[config.mk]
export PLATFORM = sky130hd
export DESIGN_NAME = instr_prefetch_queue
export DESIGN_NICKNAME = d
export VERILOG_FILES = /design/src/rtl/instr_prefetch_queue.sv
export SDC_FILE = /design/constraint.sdc
export NUM_CORES = 1
export LEC_CHECK = 0
export ABC_AREA = 1
export ABC_CLOCK_PERIOD_IN_PS = 3350
export CAP_MARGIN = 20
export CORE_ASPECT_RATIO = 1.2
export CORE_MARGIN = 10
export CORE_UTILIZATION = 50
export DETAILED_ROUTE_END_ITERATION = 6
export PLACE_DENSITY = 0.86
export SYNTH_ARGS = -nofsm -noshare
export SYNTH_HDL_FRONTEND = slang
export SYNTH_SLANG_ARGS = --single-unit
export TNS_END_PERCENT = 10
[constraint.sdc]
create_clock -name clk -period 3.35 [get_ports clk]
set_input_delay 0.67 -clock clk [delete_from_list [all_inputs] [get_ports clk]]
set_output_delay 0.67 -clock clk [all_outputs]
set_load 0.01 [all_outputs]
[src/rtl/instr_prefetch_queue.sv]
// Instruction prefetch queue: owns the fetch PC, issues sequential word reads
// to a 1-cycle-latency synchronous IMEM, buffers returned {pc, instr} pairs in
// a DEPTH-entry FIFO and hands them to decode with a valid/ready handshake.
// A redirect flushes the FIFO and the in-flight read and restarts at the target.
module instr_prefetch_queue #(
  parameter logic [31:0] RESET_PC = 32'h0000_0000,
  parameter int unsigned DEPTH    = 4,
  parameter int unsigned ADDR_W   = 10
) (
  input  logic                         clk,
  input  logic                         rst,
  output logic                         imem_en,
  output logic [ADDR_W-1:0]            imem_addr,
  input  logic [31:0]                  imem_rdata,
  input  logic                         redirect,
  input  logic [31:0]                  redirect_pc,
  output logic                         out_valid,
  input  logic                         out_ready,
  output logic [31:0]                  out_pc,
  output logic [31:0]                  out_instr,
  output logic [$clog2(DEPTH+1)-1:0]   count
);

  localparam int unsigned CNT_W = $clog2(DEPTH + 1);
  localparam int unsigned PTR_W = $clog2(DEPTH);
  localparam logic [CNT_W:0] DEPTH_L = (CNT_W + 1)'(DEPTH);

  // Architectural state
  logic [31:0]      fetch_pc_q, fetch_pc_d;
  logic [31:0]      pend_pc_q,  pend_pc_d;
  logic             pend_q,     pend_d;
  logic [CNT_W-1:0] count_q,    count_d;
  logic [PTR_W-1:0] rd_ptr_q,   rd_ptr_d;
  logic [PTR_W-1:0] wr_ptr_q,   wr_ptr_d;

  // FIFO storage (contents are only observable while count != 0)
  logic [31:0] pc_mem_q    [DEPTH];
  logic [31:0] instr_mem_q [DEPTH];

  logic [CNT_W:0] occupancy;
  logic           issue;
  logic           push;
  logic           pop;
  logic           not_empty;

  // Handshake and issue decisions; the credit check counts the in-flight read
  // and ignores a same-cycle pop so the FIFO can never overflow.
  always_comb begin
    occupancy = {1'b0, count_q} + {{CNT_W{1'b0}}, pend_q};
    not_empty = (count_q != '0);
    issue     = rst & ~redirect & (occupancy < DEPTH_L);
    push      = pend_q & ~redirect;
    out_valid = not_empty & ~redirect;
    pop       = out_valid & out_ready;
    imem_en   = issue;
    imem_addr = fetch_pc_q[ADDR_W+1:2];
    count     = count_q;
    out_pc    = not_empty ? pc_mem_q[rd_ptr_q]    : '0;
    out_instr = not_empty ? instr_mem_q[rd_ptr_q] : '0;
  end

  // Next-state computation; redirect overrides every other update.
  always_comb begin
    fetch_pc_d = fetch_pc_q;
    pend_pc_d  = pend_pc_q;
    pend_d     = issue;
    count_d    = count_q;
    rd_ptr_d   = rd_ptr_q;
    wr_ptr_d   = wr_ptr_q;
    if (redirect) begin
      fetch_pc_d = redirect_pc & ~32'h3;
      pend_d     = 1'b0;
      count_d    = '0;
      rd_ptr_d   = '0;
      wr_ptr_d   = '0;
    end else begin
      if (issue) begin
        pend_pc_d  = fetch_pc_q;
        fetch_pc_d = fetch_pc_q + 32'd4;
      end
      if (push) wr_ptr_d = wr_ptr_q + PTR_W'(1);
      if (pop)  rd_ptr_d = rd_ptr_q + PTR_W'(1);
      case ({push, pop})
        2'b10:   count_d = count_q + CNT_W'(1);
        2'b01:   count_d = count_q - CNT_W'(1);
        default: count_d = count_q;
      endcase
    end
  end

  // Control registers with asynchronous active-low reset
  always_ff @(posedge clk or negedge rst) begin
    if (!rst) begin
      fetch_pc_q <= RESET_PC;
      pend_pc_q  <= '0;
      pend_q     <= 1'b0;
      count_q    <= '0;
      rd_ptr_q   <= '0;
      wr_ptr_q   <= '0;
    end else begin
      fetch_pc_q <= fetch_pc_d;
      pend_pc_q  <= pend_pc_d;
      pend_q     <= pend_d;
      count_q    <= count_d;
      rd_ptr_q   <= rd_ptr_d;
      wr_ptr_q   <= wr_ptr_d;
    end
  end

  // FIFO storage write on a returning read; needs no reset since count gates visibility
  always_ff @(posedge clk) begin
    if (push) begin
      pc_mem_q[wr_ptr_q]    <= pend_pc_q;
      instr_mem_q[wr_ptr_q] <= imem_rdata;
    end
  end

endmodule

# Yosys cells after proc, flatten, opt, wreduce, memory -nomap -nowiden
# Memories as Yosys holds them, arrays and structs flattened.
# Index checks and enable logic that the tools add are counted.
[word_totals]
regBits = 72
ramBits = 256
out_inout_bits = 79
wordCells = 42
n_memories = 2
[mem_list]
columns = ["memory", "depth", "word_bits", "read_ports", "rd_ports_with_merged_regs", "write_ports", "line_no", "text"]
rows = [
  ["instr_mem_q", 4, 32, 1, 0, 1, "38", "logic [31:0] instr_mem_q [DEPTH];"],
  ["pc_mem_q", 4, 32, 1, 0, 1, "37", "logic [31:0] pc_mem_q [DEPTH];"],
]
[classes]
n_addsub = 6
magnitude_cmp = 1
eq_ne = 2
muxes = 13
n_bitwise = 6
reduce_logical = 6
[op_table]
columns = ["operator", "n"]
rows = [
  ["two-way mux 32 bit", 4],
  ["adder 32 x 3 -> 32 bit, second input constant", 1],
  ["two-way mux 2 bit", 4],
  ["case mux 3 bit (2 select lines)", 1],
  ["nonzero test 2 bit", 3],
  ["nonzero test 3 bit", 2],
  ["AND 1 bit", 5],
  ["adder 2 x 1 -> 2 bit, second input constant", 2],
  ["adder 3 x 1 -> 4 bit", 1],
  ["less-than comparator 4 x 3 -> 1 bit, second input constant", 1],
  ["adder 3 x 1 -> 3 bit, second input constant", 1],
  ["two-way mux 1 bit", 3],
  ["two-way mux 3 bit", 1],
  ["subtractor 3 x 1 -> 3 bit, second input constant", 1],
  ["equality test 2 x 1 -> 1 bit, second input constant", 1],
  ["equality test 2 bit, second input constant", 1],
  ["AND reduction 2 bit", 1],
  ["inverter 1 bit", 1],
]

# Depth between registers and ports, before layout
# Gate-level depths: netlist (run 1).
[logic_depth]
word_depth = 6
ltp_mapped = 10

# Worst setup path after synthesis (run 1)
# No wires, ideal clock.
[synth_path]
kind = "input to register"
from = "input port redirect"
to = "memory instr_mem_q[0][0] (enable)"
setup_time_ns = 0.482
arrival_ns = 3.659
path_slack_ns = -0.791
stages = 4
n_path_buf = 1
path_cell_list = "buf_4 -> inv_2 -> nand2_1 -> nor2_1"
[synth_via]
elab_chain_cells = 4
[synth_rtl]
columns = ["item", "line_no", "text"]
rows = [
  ["from (decl)", "15", "input logic redirect,"],
  ["inverter 1 bit (no source line)", "--", ""],
  ["AND 1 bit", "52", "push = pend_q & ~redirect;"],
  ["two-way mux 1 bit", "112", "if (push) begin"],
  ["two-way mux 1 bit (not written as such)", "114", "instr_mem_q[wr_ptr_q] <= imem_rdata;"],
  ["to (decl)", "38", ""],
]
# Every way passes these cells.

# Worst setup path in the final report (run 1)
[layout_path]
from = "register rd_ptr_q[1]"
to = "output port out_instr[5]"
[layout_via]
elab_chain_cells = 2
[layout_rtl]
columns = ["item", "line_no", "text"]
rows = [
  ["from (decl)", "33", "logic [PTR_W-1:0] rd_ptr_q, rd_ptr_d;"],
  ["from (signal assigned)", "105", "rd_ptr_q <= rd_ptr_d;"],
  ["memory read (4 x 32 bit)", "--", ""],
  ["two-way mux 32 bit", "59", "out_instr = not_empty ? instr_mem_q[rd_ptr_q] : '0;"],
  ["to (decl)", "20", "output logic [31:0] out_instr,"],
]
# Every way passes these cells.

==> run_results.csv, run 1 <==
group,metric,value,unit
status,outcome,"finished, final reports clean",
finish,area_delta_synth_final,21.9,%
clock_network,cts_tree,"built",
critical_path,endpoint_kind,"output port",
synth,netlist_area,13400,um2
detailed_routing,viasPerCell,5.48,
synth,synth_cell_type_count,35,
die,design.die.area,33800,um2
sta,worstMarginPinSlew,0.855,ns
finish,diodes,0,
clock_network,clock-root-buffer,"clkbuf_16",
clock_network,postCtsSetupBuffers,0,
hold_path,holdCritPathClass,"in2async",
power_and_ir_drop,p_sw,0.00394,W
sta,hold_viol,0,
clock_network,cts_buffers,30,
finish,fillers,2005,
power_and_ir_drop,ir_drop,0.429,mV
clock_network,cts.sinks,316,
sta,timing.final.crit_share,97.8,%
power_and_ir_drop,p_int,0.00860,W
global_route,antenna_found_initial,0,
global_route,grt.total_usage,18.2,%
synth,avgSynthCellArea,10.6,um2
sta,fin_setup_tns,0,ns
placed_design,gp_congestion,0.881,
placed_design,port_buffers,142,
critical_path,crit_type,"reg2out",
detailed_routing,drtAntennaViolNets,0,
finish,layoutNonFillerInstCount,1745,
sta,setup_viol_count_final,0,
detailed_routing,first_pass_iters,5,
synth,synth_top_family_by_area,"simple AND/OR/NAND/NOR gates",
sta,hold-worst-slack,0.423,ns
power_and_ir_drop,pwr-share-seq,41.4,%
synth,synthTopCellsByCount,"nor2_1, edfxtp_1, o21ai_0, nand2_1, dfrtp_1",
power_and_ir_drop,power.share.clock,29.5,%
die,rows,65,
synth,synth.most_common_cell,"nor2_1",
finish,nets,1460,
global_route,grt_max_degree,128,
die,start_util,50.8,%
synth,yosys-top-cells-area,"edfxtp_1, dfrtp_1, nor2_1",
power_and_ir_drop,p_leak,6.04,nW
power_and_ir_drop,powerDensity,768,nW/um2
critical_path,startpoint_type,"register",
synth,synth_largest_area_cell,"edfxtp_1",
placed_design,place_inst,1688,
synth,synthSimpleGateAreaFrac,16.1,%
critical_path,critPathRequiredTime,2.68,ns
die,die_x,169,um
global_route,grt_pass1_vias,9476,
flow_run,drv_cap,0,
sta,slew_headroom,43.0,%
power_and_ir_drop,swShare,31.4,%
sta,skew,0.0111,ns
finish,layout-drive-gt1-share,7.80,%
synth,synth_mux_area_share,0,%
synth,synthCells,1259,
synth,synthAdderAreaFrac,0.616,%
global_route,grt_pass1_wl,49300,um
sta,maxSlewViolCount,0,
power_and_ir_drop,pwr-share-comb,29.2,%
synth,synth_seq_cells,316,
sta,rsz0062_at_grt,"yes",
critical_path,worst_ep_arrival_time,2.61,ns
synth,seq_area_frac_synth,68.3,%
detailed_routing,wirelength,31900,um
global_route,grt_overflow,0,
detailed_routing,wl_per_cell,18.3,um
clock_network,clk_pin_slew_worst_paths,0.07,ns
synth,synth_enable_flop_cells,248,
die,io_pins,147,
synth,synth_ff_type,"edfxtp_1",
detailed_routing,num_vias,9554,
placed_design,dp_hpwl,19700,um
clock_network,h-tree-depth,1,
critical_path,crit_path_max_fanout,22,
clock_network,clk_latency,0.55,ns
synth,synth_top_area_share,55.6,%
sta,fin_crit,3.28,ns
detailed_routing,drc,0,
synth,synth_compound_area_share,9.78,%
sta,fmax,305,MHz
synth,yosys_warnings,0,
clock_network,clockBufferDepth,3,
detailed_routing,first_iter_violations,791,
synth,synth_xor_area_share,0.327,%
die,core_area,26400,um2
die,die_h,199,um
synth,synthArstFlopShare,21.5,%
## per-layer routing
metal,wire [um],global-route usage (%)
met2,16000,31.6
met1,12500,22.3
met3,2640,3.71
met4,747,5.66
met5,0,0
## repair_timing
action,CTS,global route
pin swaps,0,0
resized for setup,7,4
endpoints found under the hold margin,0,0
gates cloned,0,1
endpoints found under the setup margin,31,44
hold buffers,0,0
## critical path: stages, from the launching register on
cell and delay, ns:
dfrtp_2 0.41, inv_2 0.35, buf_4 0.36, buf_4 0.21, nor2_1 0.05, o21ai_0 0.08
a21oi_1 0.10, clkdlybuf4s50_1 0.49
## final cells by class
class                      instances  area [um2]  share of cell area [%]
clock buffer                      38         852                    5.22
clock inverter                    18         260                    1.59
inverter                          71         272                    1.66
multi-input combinational        799        3640                    22.3
sequential                       316        9150                    56.1
tap                              335         419                    2.57
timing repair buffer             168        1730                    10.6
## worst paths after layout
check | start | to | slack (ns) | depth (start not counted)
min in group clk | pend_pc_q[11] | pc_mem_q[2][11] | 0.51 | 0
max in group asynchronous | rst | rd_ptr_q[0] | 2.27 | 2
setup reg to reg | count[1] | count[2] | 1.54 | 9
hold / removal | rst | fetch_pc_q[27] | 0.42 | 2
setup / recovery | rd_ptr_q[1] | out_instr[5] | 0.07 | 7
hold reg to reg | pend_pc_q[11] | pc_mem_q[2][11] | 0.51 | 0
## power by group through the flow
stage               clock, W  combinational (W)  sequential [W]
floorplan                  0            0.00192         0.00510
detailed placement         0            0.00358         0.00524
global route         0.00392            0.00402         0.00523
CTS                  0.00375            0.00364         0.00517
finish               0.00369            0.00366         0.00519
global placement           0            0.00348         0.00519
## stage by stage
step                setup WS (ns)  power, W  instance area, um2  util (%)
floorplan                  -0.791   0.00702               13400         -
global placement            0.516   0.00867               15100      57.5
detailed placement          0.434   0.00881               15100      57.5
CTS                       0.00328    0.0126               16300      61.8
global route              -0.0629    0.0132               16300      62.0
finish                     0.0748    0.0125               16300      62.0
## registers in the layout, indices dropped and copies added (netlist names)
signal	flops
fetch_pc_q	30
wr_ptr_q	2
pend_q	1
pend_pc_q	30
rd_ptr_q	2
count	3
instr_mem_q	128
pc_mem_q	120
## cell families after synthesis
kind of cell               Yosys count
AOI/OAI and AO/OA                  254
adders and majority gates            6
other                                1
DFF                                316
and+or+nand+nor                    532
buffers and inverters              145
xor gates and xnor gates             5
## layout by cell type (no fill, tap or decap), types with 9 or more instances in the layout
cell type / Yosys / layout
nor2_1: 308 / 304
edfxtp_1: 248 / 248
o21ai_0: 173 / 173
nand2_1: 156 / 156
clkdlybuf4s50_1: 0 / 141
inv_1: 66 / 66
dfrtp_1: 68 / 66
a21oi_1: 65 / 62
nand3_1: 40 / 40
clkbuf_16: 0 / 33
buf_4: 20 / 15
nand4_1: 9 / 9
No activity file was read; power rests on OpenSTA's default activity.
==> run 2: changes to the inputs <==
--- a/config.mk
+++ b/config.mk
@@ -7,7 +7,7 @@
 export LEC_CHECK = 0
 export ABC_AREA = 1
 export ABC_CLOCK_PERIOD_IN_PS = 3350
-export CAP_MARGIN = 20
+export CAP_MARGIN = 10
 export CORE_ASPECT_RATIO = 1.2
 export CORE_MARGIN = 10
 export CORE_UTILIZATION = 50
==> results of run 2 <==
No change in the layout: final DEF, timing and power equal those of run 1.
